$ cat src/rtl/vga_timing_if.sv
// Signal bundle between the VGA timing controller and the picture generator / display side.
interface vga_timing_if;
    logic [15:0] pix_data;
    logic [9:0]  pix_x;
    logic [9:0]  pix_y;
    logic        hsync;
    logic        vsync;
    logic [15:0] rgb;
    logic        rgb_valid;
    logic        frame_start;
    logic [15:0] frame_cnt;

    modport master (
        input  pix_data,
        output pix_x, pix_y, hsync, vsync, rgb, rgb_valid, frame_start, frame_cnt
    );

    modport slave (
        output pix_data,
        input  pix_x, pix_y, hsync, vsync, rgb, rgb_valid, frame_start, frame_cnt
    );
endinterface

$ cat src/rtl/vga_timing_ctrl.sv
// VGA raster timing: h/v counters, sync decode, early pixel request and RGB gating,
// plus frame bookkeeping. Defaults give 640x480@60 Hz from a 25 MHz pixel clock.
module vga_timing_ctrl #(
    parameter int   H_SYNC   = 96,
    parameter int   H_BACK   = 48,
    parameter int   H_VALID  = 640,
    parameter int   H_FRONT  = 16,
    parameter int   V_SYNC   = 2,
    parameter int   V_BACK   = 33,
    parameter int   V_VALID  = 480,
    parameter int   V_FRONT  = 10,
    parameter int   DATA_LAT = 1,
    parameter logic SYNC_POL = 1'b0
) (
    input  logic  vga_clk,
    input  logic  sys_rst_n,
    vga_timing_if.master vif
);
    localparam logic [9:0] H_LAST    = 10'(H_SYNC + H_BACK + H_VALID + H_FRONT - 1);
    localparam logic [9:0] V_LAST    = 10'(V_SYNC + V_BACK + V_VALID + V_FRONT - 1);
    localparam logic [9:0] H_SYNC_END = 10'(H_SYNC);
    localparam logic [9:0] V_SYNC_END = 10'(V_SYNC);
    localparam logic [9:0] H_ACT_BEG = 10'(H_SYNC + H_BACK);
    localparam logic [9:0] H_ACT_END = 10'(H_SYNC + H_BACK + H_VALID);
    localparam logic [9:0] V_ACT_BEG = 10'(V_SYNC + V_BACK);
    localparam logic [9:0] V_ACT_END = 10'(V_SYNC + V_BACK + V_VALID);
    // The request window leads the active window by the generator's latency.
    localparam logic [9:0] H_REQ_BEG = 10'(H_SYNC + H_BACK - DATA_LAT);
    localparam logic [9:0] H_REQ_END = 10'(H_SYNC + H_BACK + H_VALID - DATA_LAT);

    logic [9:0]  cnt_h;
    logic [9:0]  cnt_v;
    logic [15:0] frame_cnt;
    logic        h_active;
    logic        v_active;
    logic        h_req;

    // NOTE: sequential state uses non-blocking assignments so every register
    // samples the pre-edge values of the others, independent of statement order.
    always_ff @(posedge vga_clk or negedge sys_rst_n) begin
        if (!sys_rst_n) begin
            cnt_h     <= '0;
            cnt_v     <= '0;
            frame_cnt <= '0;
        end else if (cnt_h == H_LAST) begin
            cnt_h <= '0;
            if (cnt_v == V_LAST) begin
                cnt_v     <= '0;
                frame_cnt <= frame_cnt + 16'd1;
            end else begin
                cnt_v <= cnt_v + 10'd1;
            end
        end else begin
            cnt_h <= cnt_h + 10'd1;
        end
    end

    assign h_active = (cnt_h >= H_ACT_BEG) && (cnt_h < H_ACT_END);
    assign v_active = (cnt_v >= V_ACT_BEG) && (cnt_v < V_ACT_END);
    assign h_req    = (cnt_h >= H_REQ_BEG) && (cnt_h < H_REQ_END);

    // NOTE: every output gets a default first, so no path through the block
    // leaves a signal unassigned and no latch is inferred.
    always_comb begin
        vif.hsync       = ~SYNC_POL;
        vif.vsync       = ~SYNC_POL;
        vif.pix_x       = 10'h3FF;
        vif.pix_y       = 10'h3FF;
        vif.rgb_valid   = 1'b0;
        vif.rgb         = 16'h0000;
        vif.frame_start = 1'b0;

        if (cnt_h < H_SYNC_END) vif.hsync = SYNC_POL;
        if (cnt_v < V_SYNC_END) vif.vsync = SYNC_POL;

        // Subtractions only happen inside the request window, so they never underflow.
        if (h_req && v_active) begin
            vif.pix_x = cnt_h - H_REQ_BEG;
            vif.pix_y = cnt_v - V_ACT_BEG;
        end

        if (h_active && v_active) begin
            vif.rgb_valid = 1'b1;
            vif.rgb       = vif.pix_data;
        end

        if (cnt_h == 10'd0 && cnt_v == 10'd0) vif.frame_start = 1'b1;
    end

    assign vif.frame_cnt = frame_cnt;
endmodule
$ cat src/flat_wrapper.sv
// flat-port wrapper written by rule: the top's interface ports become plain ports
module vga_timing_ctrl_flat 
#(
    parameter int   H_SYNC   = 96,
    parameter int   H_BACK   = 48,
    parameter int   H_VALID  = 640,
    parameter int   H_FRONT  = 16,
    parameter int   V_SYNC   = 2,
    parameter int   V_BACK   = 33,
    parameter int   V_VALID  = 480,
    parameter int   V_FRONT  = 10,
    parameter int   DATA_LAT = 1,
    parameter logic SYNC_POL = 1'b0
)
  (vga_clk, sys_rst_n, vif_pix_data, vif_pix_x, vif_pix_y, vif_hsync, vif_vsync, vif_rgb, vif_rgb_valid, vif_frame_start, vif_frame_cnt);
  vga_timing_if vif_i ();
  input  logic vga_clk;
  input  logic sys_rst_n;
  input wire logic [$bits(vif_i.pix_data)-1:0] vif_pix_data;
  output wire logic [$bits(vif_i.pix_x)-1:0] vif_pix_x;
  output wire logic [$bits(vif_i.pix_y)-1:0] vif_pix_y;
  output wire logic [$bits(vif_i.hsync)-1:0] vif_hsync;
  output wire logic [$bits(vif_i.vsync)-1:0] vif_vsync;
  output wire logic [$bits(vif_i.rgb)-1:0] vif_rgb;
  output wire logic [$bits(vif_i.rgb_valid)-1:0] vif_rgb_valid;
  output wire logic [$bits(vif_i.frame_start)-1:0] vif_frame_start;
  output wire logic [$bits(vif_i.frame_cnt)-1:0] vif_frame_cnt;
  assign vif_i.pix_data = vif_pix_data;
  assign vif_pix_x = vif_i.pix_x;
  assign vif_pix_y = vif_i.pix_y;
  assign vif_hsync = vif_i.hsync;
  assign vif_vsync = vif_i.vsync;
  assign vif_rgb = vif_i.rgb;
  assign vif_rgb_valid = vif_i.rgb_valid;
  assign vif_frame_start = vif_i.frame_start;
  assign vif_frame_cnt = vif_i.frame_cnt;
  vga_timing_ctrl #(.H_SYNC(H_SYNC), .H_BACK(H_BACK), .H_VALID(H_VALID), .H_FRONT(H_FRONT), .V_SYNC(V_SYNC), .V_BACK(V_BACK), .V_VALID(V_VALID), .V_FRONT(V_FRONT), .DATA_LAT(DATA_LAT), .SYNC_POL(SYNC_POL)) u_core (.vga_clk(vga_clk), .sys_rst_n(sys_rst_n), .vif(vif_i));
endmodule
$ cat config.mk
export PLATFORM = sky130hd
export DESIGN_NAME = vga_timing_ctrl_flat
export DESIGN_NICKNAME = d
export VERILOG_FILES = /design/src/rtl/vga_timing_if.sv /design/src/rtl/vga_timing_ctrl.sv /design/src/flat_wrapper.sv
export SDC_FILE = /design/constraint.sdc
export NUM_CORES = 1
export LEC_CHECK = 0
export ABC_AREA = 1
export ABC_CLOCK_PERIOD_IN_PS = 4300
export CAP_MARGIN = 20
export CORE_MARGIN = 2
export CORE_UTILIZATION = 45
export DETAILED_ROUTE_END_ITERATION = 12
export PLACE_DENSITY = 0.77
export SETUP_SLACK_MARGIN = 0.4
export SLEW_MARGIN = 10
export SYNTH_ARGS = -nofsm -noshare
export SYNTH_HDL_FRONTEND = slang
export SYNTH_SLANG_ARGS = --single-unit
export TNS_END_PERCENT = 5
$ cat constraint.sdc
create_clock -name vga_clk -period 4.3 [get_ports vga_clk]
set_input_delay 0.43 -clock vga_clk [delete_from_list [all_inputs] [get_ports vga_clk]]
set_output_delay 0.43 -clock vga_clk [all_outputs]
set_load 0.02 [all_outputs]
==> impl_metrics.tcl <==
set metrics [dict create \
    grt_max_degree 37 \
    cts_hold_repair.buffers 0 \
    final_cell_mix "nand2_1 (151), clkdlybuf4s50_1 (73), inv_1 (52), nor2_1 (51), nand3_1 (48)" \
    die_h_um 84.6 \
    initialDrtViolationCount 229 \
    syn-cell-area_um2 2920 \
    cts_tree "done" \
    synthCells 453 \
    io_buffers 73 \
    totalWireLength_mm 7.45 \
    powerDensity_nw_per_um2 165 \
    regArea_um2 901 \
    start_kind "flop" \
    dpl.hpwl_mm 5.70 \
    finalCritPeriodShare_pct 76.0 \
    vias 3030 \
    dieArea_um2 7150 \
    fin_util_pct 59.8 \
    cts-buffers-inserted 5 \
    synthesis.nets 476 \
    status "complete, no violations" \
    period_minus_slack_ns 3.27 \
    boundaryPins 74 \
    dp_cells 593 \
    gp_congestion 0.944 \
    relSlewSlack_pct 60.3 \
    fillers 598 \
    tightest_slew_ns 0.594 \
    fin_setup_tns_ns 0 \
    rows 29 \
    path_max_fanout 12 \
    fin_cells 601 \
    multi_input_area_um2 1690 \
    clk_pin_slew_worst_paths_ns 0.08 \
    area_growth_pct 29.3 \
    grt_pass1_wl_mm 13.0 \
    clock_skew_ns 0.00431 \
    grt_setup_unrepaired "false" \
    antenna_cells 0 \
    antenna_found_initial 0 \
    fmax_ghz 0.306 \
    setup_viol 0 \
    synth_flop_cell "dfrtp_1" \
    fp.dieW_um 84.6 \
    hold_viol 0 \
    holdWs_ns 0.518 \
    grt_pass1_vias 2932 \
    p_leak_nw 1.87 \
    grt_overflow 0 \
    start_util_pct 46.3 \
    firstDrtPassIters 4 \
    drc 0 \
    slew_violations 0 \
    via_per_inst 5.04 \
    worstSkewPairLatency_ns 0.29 \
    maxCapViolations 0 \
    ir_drop_uv 154 \
    final_antenna_net_count 0 \
    core_um2 6310 \
    critical_path.endpoint_type "output port" \
    cts_root_buffer "clkbuf_8" \
    clockBufferDepth 2 \
    ys_warn_count 0 \
    routedWlPerCell_um 12.4 \
    htree_levels 2 \
    seq_area_frac_synth_pct 30.8 \
    cts_setup_buffers 0 \
    track_usage_pct 21.9 \
    clock_sinks 36 \
    synth_seq_cells 36 \
    final_common_cell "nand2_1" \
    drive_gt1_share_pct 8.78 \
    worst-endpoint-required_ns 3.87 \
    synth_edf_count 0 \
    hold_class "reg2reg" \
    ys_types 32 \
    crit_type "reg2out" \
    cp.arrival_ns 2.84 \
    synthArstFlopShare_pct 100 \
    fin_nets 546 \
    synth.avg_cell_area_um2 6.45 \
    cts_resized 0 \
]
-- cell usage after synthesis (6+ instances only) --
cell	count	area, um2
a21oi_1	6	30.0
buf_2	8	40.0
dfrtp_1	36	901
inv_1	52	195
inv_2	11	41.3
nand2_1	151	567
nand3_1	48	240
nand4_1	11	68.8
nor2_1	51	191
nor2_2	12	75.1
o21ai_0	13	65.1
xnor2_1	7	61.3
xor2_1	8	70.1
-- critical path: stages, from the launching register on --
cell	delay [ns]
dfrtp_1	0.50
ha_1	0.28
inv_1	0.08
nand3_1	0.14
a21oi_1	0.10
nor2_1	0.49
buf_4	0.29
nand3_1	0.10
clkdlybuf4s50_1	0.56
-- per-layer routing --
metal	up-vias	share of wire [%]	routed length, um	global-route usage [%]
met5	-	0	0	0
met4	0	2.1	158	8.51
met3	18	6.8	506	4.33
met2	94	47	3510	37.6
met1	1367	44	3270	27.0
li1	1551	-	-	-
-- cell families after synthesis --
group / after synthesis / synth area share [%]
AO/OA/AOI/OAI: 25 / 4.50
buffers and inverters: 77 / 11.3
adder cells (fa/ha/maj): 5 / 2.14
XOR/XNOR: 15 / 4.50
AND/OR/NAND/NOR: 295 / 46.7
flip-flops: 36 / 30.8
-- power breakdown --
group          leakage [nW]  switching, W  internal [W]   total, W
sequential            0.489             0      0.000338   0.000338
clock                0.0455      0.000129      0.000131   0.000260
combinational          1.33     0.0000112     0.0000150  0.0000262
total                  1.87      0.000140      0.000484   0.000624
-- flip-flops by register name, indices dropped and copies added (netlist names) --
signal / cells
u_core.cnt_h: 10
u_core.cnt_v: 10
u_core.vif.frame_cnt: 16
-- path summary, 6_finish.rpt --
kind / end / slack, ns / startpoint / depth (start not counted)
worst min-delay path: u_core.cnt_h[0] / 0.52 / u_core.cnt_h[0] / 1
max in group asynchronous: u_core.cnt_v[3] / 3.41 / sys_rst_n / 2
worst max register to register: u_core.vif.frame_cnt[8] / 2.57 / u_core.cnt_h[7] / 8
worst min register to register: u_core.cnt_h[0] / 0.52 / u_core.cnt_h[0] / 1
worst max-delay path: vif_pix_y[9] / 1.03 / u_core.cnt_v[0] / 8
min in group asynchronous: u_core.vif.frame_cnt[1] / 0.56 / sys_rst_n / 2
-- cell type report --
| cell class | count | area share [%] |
|---|---|---|
| multi-input combinational | 340 | 44.7 |
| sequential | 36 | 23.9 |
| timing repair buffer | 76 | 20.0 |
| inverter | 64 | 6.50 |
| tap | 77 | 2.55 |
| clock buffer | 8 | 2.39 |
-- metrics by stage --
stage,instance area (um2),setup WS [ns],total power (W)
after floorplan,2920,2.44,0.000349
after global placement,3680,1.48,0.000371
after detailed placement,3680,1.37,0.000372
after CTS,3770,1.04,0.000630
after global routing,3770,0.819,0.000644
final,3770,1.03,0.000624
No activity file was read; power rests on OpenSTA's default activity.
